===== config.mk =====
export PLATFORM = sky130hd
export DESIGN_NAME = ecall_controller
export DESIGN_NICKNAME = d
export VERILOG_FILES = /design/src/rtl/ecall_pkg.sv /design/src/rtl/button_debounce.sv /design/src/rtl/ecall_controller.sv
export SDC_FILE = /design/constraint.sdc
export NUM_CORES = 1
export LEC_CHECK = 0
export BUFFER_PORTS_ARGS = -buffer_cell sky130_fd_sc_hd__clkbuf_2
export CORE_MARGIN = 2
export CORE_UTILIZATION = 36
export DETAILED_ROUTE_END_ITERATION = 8
export GPL_TIMING_DRIVEN = 0
export HOLD_SLACK_MARGIN = 0.02
export PLACE_DENSITY = 0.72
export RECOVER_POWER = 50
export SETUP_SLACK_MARGIN = 0.1
export SYNTH_ARGS = -nofsm -noshare
export SYNTH_HDL_FRONTEND = slang
export SYNTH_SLANG_ARGS = --single-unit

===== constraint.sdc =====
create_clock -name clk -period 2.2 [get_ports clk]
set_input_delay 0.22 -clock clk [delete_from_list [all_inputs] [get_ports clk]]
set_output_delay 0.22 -clock clk [all_outputs]
set_load 0.02 [all_outputs]

===== src/rtl/ecall_pkg.sv =====
// Shared definitions for environment-call servicing: FSM states, service
// codes selected by a7, and the ecall instruction encoding used by the decoder.
package ecall_pkg;

  typedef enum logic [2:0] {
    IDLE     = 3'd0,
    OUT_WAIT = 3'd1,
    IN_WAIT  = 3'd2,
    WB       = 3'd3,
    DONE     = 3'd4,
    HALT     = 3'd5
  } ecall_state_e;

  localparam logic [31:0] SYS_PRINT_INT = 32'd1;
  localparam logic [31:0] SYS_READ_INT  = 32'd5;
  localparam logic [31:0] SYS_EXIT      = 32'd10;

  localparam logic [31:0] ECALL_INSN    = 32'h0000_0073;

  // True for the a7 codes that this controller services; others are no-ops.
  function automatic logic is_service(input logic [31:0] code);
    return (code == SYS_PRINT_INT) || (code == SYS_READ_INT) || (code == SYS_EXIT);
  endfunction

endpackage


===== src/rtl/button_debounce.sv =====
// Push-button conditioner: 2-flop synchronizer followed by a stability
// counter. The debounced level flips only after DEBOUNCE_CYCLES consecutive
// synchronized samples that disagree with it; btn_rise pulses for one cycle
// on each debounced rising edge.
// Ports:
//   clk, reset  - core clock, async active-high reset
//   btn_raw     - raw asynchronous bouncing button
//   btn_level   - debounced level
//   btn_rise    - one-cycle pulse on debounced rising edge
module button_debounce #(
  parameter int unsigned DEBOUNCE_CYCLES = 1_000_000
) (
  input  logic clk,
  input  logic reset,
  input  logic btn_raw,
  output logic btn_level,
  output logic btn_rise
);

  localparam int unsigned CNT_W = (DEBOUNCE_CYCLES > 1) ? $clog2(DEBOUNCE_CYCLES) : 1;

  logic             sync1_q, sync2_q;
  logic             level_q, level_d;
  logic             rise_q, rise_d;
  logic [CNT_W-1:0] cnt_q, cnt_d;

  // Stability counter: counts samples disagreeing with the current level.
  always_comb begin
    cnt_d   = '0;
    level_d = level_q;
    rise_d  = 1'b0;
    if (sync2_q != level_q) begin
      if (cnt_q == CNT_W'(DEBOUNCE_CYCLES - 1)) begin
        level_d = sync2_q;
        rise_d  = sync2_q;
      end else begin
        cnt_d = cnt_q + CNT_W'(1);
      end
    end
  end

  always_ff @(posedge clk or posedge reset) begin
    if (reset) begin
      sync1_q <= 1'b0;
      sync2_q <= 1'b0;
      level_q <= 1'b0;
      rise_q  <= 1'b0;
      cnt_q   <= '0;
    end else begin
      sync1_q <= btn_raw;
      sync2_q <= sync1_q;
      level_q <= level_d;
      rise_q  <= rise_d;
      cnt_q   <= cnt_d;
    end
  end

  assign btn_level = level_q;
  assign btn_rise  = rise_q;

endmodule


===== src/rtl/ecall_controller.sv =====
// Environment-call sequencer for the single-cycle RV32I core. Detects an
// ecall, stalls the PC while the service runs, drives the display for
// print-int, writes the switches back into a0 for read-int, and halts on exit.
// Ports:
//   clk, reset              - core clock, async active-high reset
//   ecall_valid             - current instruction is ecall
//   a7, a0                  - service code and argument registers
//   switch_in               - board switches (clk-synchronous)
//   confirm_btn             - raw bouncing confirm button
//   cpu_stall               - combinational PC hold (also gates core regWrite)
//   a0_we, a0_wdata         - x10 write request and data
//   disp_value, disp_valid  - display value and pending-print flag
//   halted                  - program has exited
module ecall_controller
  import ecall_pkg::*;
#(
  parameter int unsigned SW_W            = 16,
  parameter int unsigned DEBOUNCE_CYCLES = 1_000_000
) (
  input  logic            clk,
  input  logic            reset,
  input  logic            ecall_valid,
  input  logic [31:0]     a7,
  input  logic [31:0]     a0,
  input  logic [SW_W-1:0] switch_in,
  input  logic            confirm_btn,
  output logic            cpu_stall,
  output logic            a0_we,
  output logic [31:0]     a0_wdata,
  output logic [31:0]     disp_value,
  output logic            disp_valid,
  output logic            halted
);

  ecall_state_e state_q, state_d;
  logic [31:0]  a0_wdata_q, a0_wdata_d;
  logic [31:0]  disp_value_q, disp_value_d;
  logic         disp_valid_q, disp_valid_d;
  logic         armed_q, armed_d;
  logic         btn_level, btn_rise;
  logic         confirm;

  button_debounce #(
    .DEBOUNCE_CYCLES(DEBOUNCE_CYCLES)
  ) u_debounce (
    .clk      (clk),
    .reset    (reset),
    .btn_raw  (confirm_btn),
    .btn_level(btn_level),
    .btn_rise (btn_rise)
  );

  // A wait state completes only on a press that began after the button was
  // seen released; a button held across entry never counts.
  assign confirm = btn_rise & armed_q;

  // Next-state and stall decode.
  always_comb begin
    state_d      = state_q;
    a0_wdata_d   = a0_wdata_q;
    disp_value_d = disp_value_q;
    disp_valid_d = disp_valid_q;
    armed_d      = armed_q;
    cpu_stall    = 1'b0;
    unique case (state_q)
      IDLE: begin
        // Stall in the detection cycle, otherwise the PC moves past the ecall.
        if (ecall_valid && is_service(a7)) begin
          cpu_stall = 1'b1;
          armed_d   = ~btn_level;
          if (a7 == SYS_PRINT_INT) begin
            state_d      = OUT_WAIT;
            disp_value_d = a0;
            disp_valid_d = 1'b1;
          end else if (a7 == SYS_READ_INT) begin
            state_d = IN_WAIT;
          end else begin
            state_d = HALT;
          end
        end
      end
      OUT_WAIT: begin
        cpu_stall = 1'b1;
        if (!btn_level) armed_d = 1'b1;
        if (confirm) begin
          state_d      = DONE;
          disp_valid_d = 1'b0;
        end
      end
      IN_WAIT: begin
        cpu_stall = 1'b1;
        if (!btn_level) armed_d = 1'b1;
        if (confirm) begin
          state_d    = WB;
          a0_wdata_d = 32'(switch_in);
        end
      end
      WB: begin
        cpu_stall = 1'b1;
        state_d   = DONE;
      end
      DONE: begin
        state_d = IDLE;
      end
      HALT: begin
        cpu_stall = 1'b1;
      end
      default: begin
        state_d = IDLE;
      end
    endcase
    // Reset clears the stall at once even while the ecall is still presented.
    if (reset) cpu_stall = 1'b0;
  end

  always_ff @(posedge clk or posedge reset) begin
    if (reset) begin
      state_q      <= IDLE;
      a0_wdata_q   <= '0;
      disp_value_q <= '0;
      disp_valid_q <= 1'b0;
      armed_q      <= 1'b0;
    end else begin
      state_q      <= state_d;
      a0_wdata_q   <= a0_wdata_d;
      disp_value_q <= disp_value_d;
      disp_valid_q <= disp_valid_d;
      armed_q      <= armed_d;
    end
  end

  assign a0_we      = (state_q == WB);
  assign halted     = (state_q == HALT);
  assign a0_wdata   = a0_wdata_q;
  assign disp_value = disp_value_q;
  assign disp_valid = disp_valid_q;

endmodule


==> load_flow_metrics.sql <==
INSERT INTO impl_metrics (metric_group, metric, value, unit) VALUES
('sta', 'max_freq', '495', 'MHz'),
('route', 'detail_route.drc_violations', '0', ''),
('final_layout', 'diodes', '0', ''),
('die', 'floorplan.initialDensity', '37.4', '%'),
('global_route', 'grt_antenna_before_repair', '0', ''),
('sta', 'fin_tns_setup', '0', 'ns'),
('route', 'detailroute.via_count', '2720', ''),
('pwr', 'cell_internal_power', '1.99', 'mW'),
('route', 'remaining_antenna_violation_count', '0', ''),
('final_layout', 'design.final.nets', '537', ''),
('synth', 'synth-warning-count', '0', ''),
('status', 'outcome', 'finished, violations left', ''),
('clock_tree', 'cts_root_buffer', 'sky130_fd_sc_hd__clkbuf_8', ''),
('sta', 'tightestPinTransition', '1.76', 'ns'),
('pwr', 'power.switching_fraction', '25.1', '%'),
('place', 'placement.setup.worst_slack', '0.0410', 'ns'),
('synth', 'yosys_most_used_dff', 'sky130_fd_sc_hd__dfrtp_1', ''),
('synth', 'postSynthCellCount', '289', ''),
('status', 'violations', 'max-capacitance violations, max-slew violations', ''),
('job', 'max_cap_viol_count', '1', ''),
('sta', 'finalWorstPathRequiredPeriod', '2.02', 'ns'),
('sta', 'timing.final.ws_setup', '0.180', 'ns'),
('route', 'drtPass1Iterations', '5', ''),
('setup_path', 'critPathArrivalTime', '2.29', 'ns'),
('die', 'rows', '35', ''),
('sta', 'final-max-slew-violation-count', '41', ''),
('route', 'routed_via_density', '4.64', ''),
('sta', 'hold_viol_final', '0', ''),
('synth', 'post_synth_edffs', '0', ''),
('worst_hold_path', 'min_delay_path_depth', '2', ''),
('final_layout', 'area_of_the_multi_input_gates', '1420', 'um^2'),
('final_layout', 'seqCellArea', '1930', 'um^2'),
('die', 'num_io_pins', '152', ''),
('setup_path', 'cp-end-kind', 'flop', ''),
('place', 'dpl.hpwl', '5560', 'um'),
('route', 'dr.first_iter.drc_count', '97', ''),
('sta', 'setup_viol_count_final', '0', ''),
('pwr', 'max-vdd-ir-drop', '0.318', 'mV'),
('clock_tree', 'clock-sinks', '77', ''),
('pwr', 'power_frac_seq', '54.7', '%'),
('pwr', 'post-layout-total-power', '2.65', 'mW'),
('clock_tree', 'clock_pin_slew_on_the_worst_setup_and_hold_paths', '0.09', 'ns'),
('setup_path', 'worstPathMaxFanout', '6', ''),
('clock_tree', 'cts_made_buffers', '9', ''),
('setup_path', 'critical_path_required', '2.47', 'ns'),
('global_route', 'vias_in_the_first_global_route', '2584', ''),
('global_route', 'global_route_wire_length_before_repair', '11300', 'um'),
('synth', 'postSynth.asyncResetShare', '100', '%'),
('route', 'wire_per_inst', '12.4', 'um'),
('global_route', 'globalRouteTotalUtil', '13.6', '%'),
('route', 'met3RoutedLength', '453', 'um'),
('pwr', 'power_frac_clock', '37.0', '%'),
('synth', 'syn_avg_cell_area', '12.0', 'um^2'),
('sta', 'clock-skew-final', '0.00884', 'ns'),
('synth', 'yosysSeqAreaShare', '55.5', '%'),
('clock_tree', 'tritoncts', 'yes', ''),
('final_layout', 'final.fill_count', '879', ''),
('route', 'detail_route.wirelength', '7240', 'um'),
('die', 'dieWidth', '102', 'um'),
('final_layout', 'drive_gt1_share', '44.4', '%'),
('setup_path', 'reg2regPathDepth', '5', ''),
('clock_tree', 'htree_num_levels', '3', ''),
('route', 'met2_length', '3650', 'um'),
('worst_hold_path', 'min-delay-path-class', 'in2reg', ''),
('pwr', 'static-leakage-power', '2.31', 'nW'),
('pwr', 'switching_power', '665', 'uW'),
('global_route', 'grt_max_degree', '42', ''),
('synth', 'synth_area', '3470', 'um^2'),
('clock_tree', 'clock_insertion_delay_worst_skew', '0.35', 'ns'),
('synth', 'ys_ff_latch', '77', ''),
('setup_path', 'start_kind', 'flop', '');
[cell usage after synthesis (5+ instances only)]
library cell | n | share of area (%)
sky130_fd_sc_hd__dfrtp_1 | 77 | 56
sky130_fd_sc_hd__mux2_2 | 44 | 14
sky130_fd_sc_hd__nor2_1 | 18 | 1.9
sky130_fd_sc_hd__buf_4 | 16 | 3.5
sky130_fd_sc_hd__nand2_1 | 12 | 1.3
sky130_fd_sc_hd__a21oi_1 | 9 | 1.3
sky130_fd_sc_hd__nor4_1 | 9 | 1.6
sky130_fd_sc_hd__o21ai_0 | 9 | 1.3
sky130_fd_sc_hd__buf_2 | 7 | 1.0
sky130_fd_sc_hd__nand4_1 | 7 | 1.3
sky130_fd_sc_hd__xnor2_1 | 7 | 1.8
sky130_fd_sc_hd__nand3_1 | 6 | 0.87
sky130_fd_sc_hd__or3_1 | 6 | 1.1
sky130_fd_sc_hd__and3_1 | 5 | 0.90
sky130_fd_sc_hd__inv_1 | 5 | 0.54
sky130_fd_sc_hd__mux2_1 | 5 | 1.6
sky130_fd_sc_hd__nor3_1 | 5 | 0.72
sky130_fd_sc_hd__xor2_1 | 5 | 1.3
[state kept, by name (all words and copies together), names as in the netlist]
signal and cells:
disp_value 32, u_debounce.btn_rise 1, u_debounce.cnt_q 20, armed_q 1, a0_wdata 16, u_debounce.btn_level 1, disp_valid 1, state_q 3
u_debounce.sync2_q 1, u_debounce.sync1_q 1
[cells by family after synthesis]
kind of cell / share of synthesized area, %
and+or+nand+nor: 14.8
other: 0.108
xor gates and xnor gates: 3.03
AOI/OAI and AO/OA: 4.83
DFF: 55.5
buffers and inverters: 5.44
adders and majority gates: 0.360
muxes: 15.9
[final timing paths]
| kind | slack (ns) | startpoint | endpoint |
|---|---|---|---|
| max in group asynchronous | 0.99 | reset | u_debounce.cnt_q[0]$_DFF_PP0_ |
| hold reg to reg | 0.36 | u_debounce.sync1_q$_DFF_PP0_ | u_debounce.sync2_q$_DFF_PP0_ |
| hold / removal | 0.09 | a0[22] | disp_value[22]$_DFFE_PP0P_ |
| setup / recovery | 0.18 | u_debounce.cnt_q[1]$_DFF_PP0_ | u_debounce.cnt_q[18]$_DFF_PP0_ |
| setup reg to reg | 0.18 | u_debounce.cnt_q[1]$_DFF_PP0_ | u_debounce.cnt_q[18]$_DFF_PP0_ |
| min in group asynchronous | 0.30 | reset | state_q[0]$_DFFE_PP0P_ |
[power by group through the flow]
stage	clock [mW]	sequential, mW	combinational [mW]
after floorplan	0	1.50	0.100
after CTS	1.03	1.45	0.229
after global placement	0	1.48	0.218
after detailed placement	0	1.48	0.227
after global routing	1.08	1.45	0.250
final	0.980	1.45	0.222
[cell type report]
type | instances | share of cell area (%)
inverter | 5 | 0.438
tap | 129 | 3.54
multi-input combinational | 195 | 31.1
clock buffer | 10 | 3.01
clock inverter | 6 | 1.01
sequential | 77 | 42.2
timing repair buffer | 137 | 14.8
buffer | 27 | 3.92
[stage by stage]
stage	util (%)	area (um^2)	std cells	hold WS [ns]
after detailed placement	47.3	4390	569	0.331
final	49.2	4570	586	0.0881
after CTS	49.5	4590	586	0.0596
after global routing	49.2	4570	586	0.0759
after floorplan	-	3530	304	0.251
after global placement	47.0	4370	568	0.332
[critical path, cell delays in order, from the launching register on]
cell and delay (ns):
sky130_fd_sc_hd__dfrtp_1 0.41, sky130_fd_sc_hd__ha_2 0.24, sky130_fd_sc_hd__nand4_1 0.18, sky130_fd_sc_hd__or4_4 0.61, sky130_fd_sc_hd__or3_1 0.37, sky130_fd_sc_hd__a21oi_1 0.15
[per-layer routing]
| layer | GRT usage (%) | vias to the layer above |
|---|---|---|
| met5 | 0 | - |
| met4 | 4.31 | 0 |
| met3 | 3.90 | 8 |
| met2 | 23.5 | 87 |
| met1 | 16.3 | 1300 |
| li1 | - | 1325 |
[cell usage in the layout, fill, tap and decap left out, types with 3 or more instances in the layout]
| master | instances |
|---|---|
| sky130_fd_sc_hd__clkbuf_8 | 10 |
| sky130_fd_sc_hd__nand2_1 | 12 |
| sky130_fd_sc_hd__clkbuf_1 | 28 |
| sky130_fd_sc_hd__buf_2 | 4 |
| sky130_fd_sc_hd__clkbuf_2 | 111 |
| sky130_fd_sc_hd__nor4_1 | 9 |
| sky130_fd_sc_hd__a21oi_1 | 9 |
| sky130_fd_sc_hd__and4_1 | 4 |
| sky130_fd_sc_hd__o21ai_0 | 9 |
| sky130_fd_sc_hd__nand3_1 | 6 |
| sky130_fd_sc_hd__mux2_1 | 5 |
| sky130_fd_sc_hd__xnor2_1 | 7 |
| sky130_fd_sc_hd__nor2_1 | 18 |
| sky130_fd_sc_hd__nor3_1 | 4 |
| sky130_fd_sc_hd__nand4_1 | 7 |
| sky130_fd_sc_hd__or3_1 | 6 |
| sky130_fd_sc_hd__mux2_2 | 44 |
| sky130_fd_sc_hd__and3b_1 | 3 |
| sky130_fd_sc_hd__inv_1 | 4 |
| sky130_fd_sc_hd__xor2_1 | 5 |
| sky130_fd_sc_hd__buf_4 | 19 |
| sky130_fd_sc_hd__and3_1 | 5 |
| sky130_fd_sc_hd__dfrtp_1 | 76 |
| sky130_fd_sc_hd__conb_1 | 16 |
[repair_timing]
action / 4_1_cts / 5_1_grt
setup endpoints to repair: 30 / 31
resized for setup: 3 / 6
endpoints found under the hold margin: 1 / 0
hold buffers: 1 / 0
pin swaps: 0 / 1
buffers inserted: 0 / 0
(Power assumes the default switching activity.)
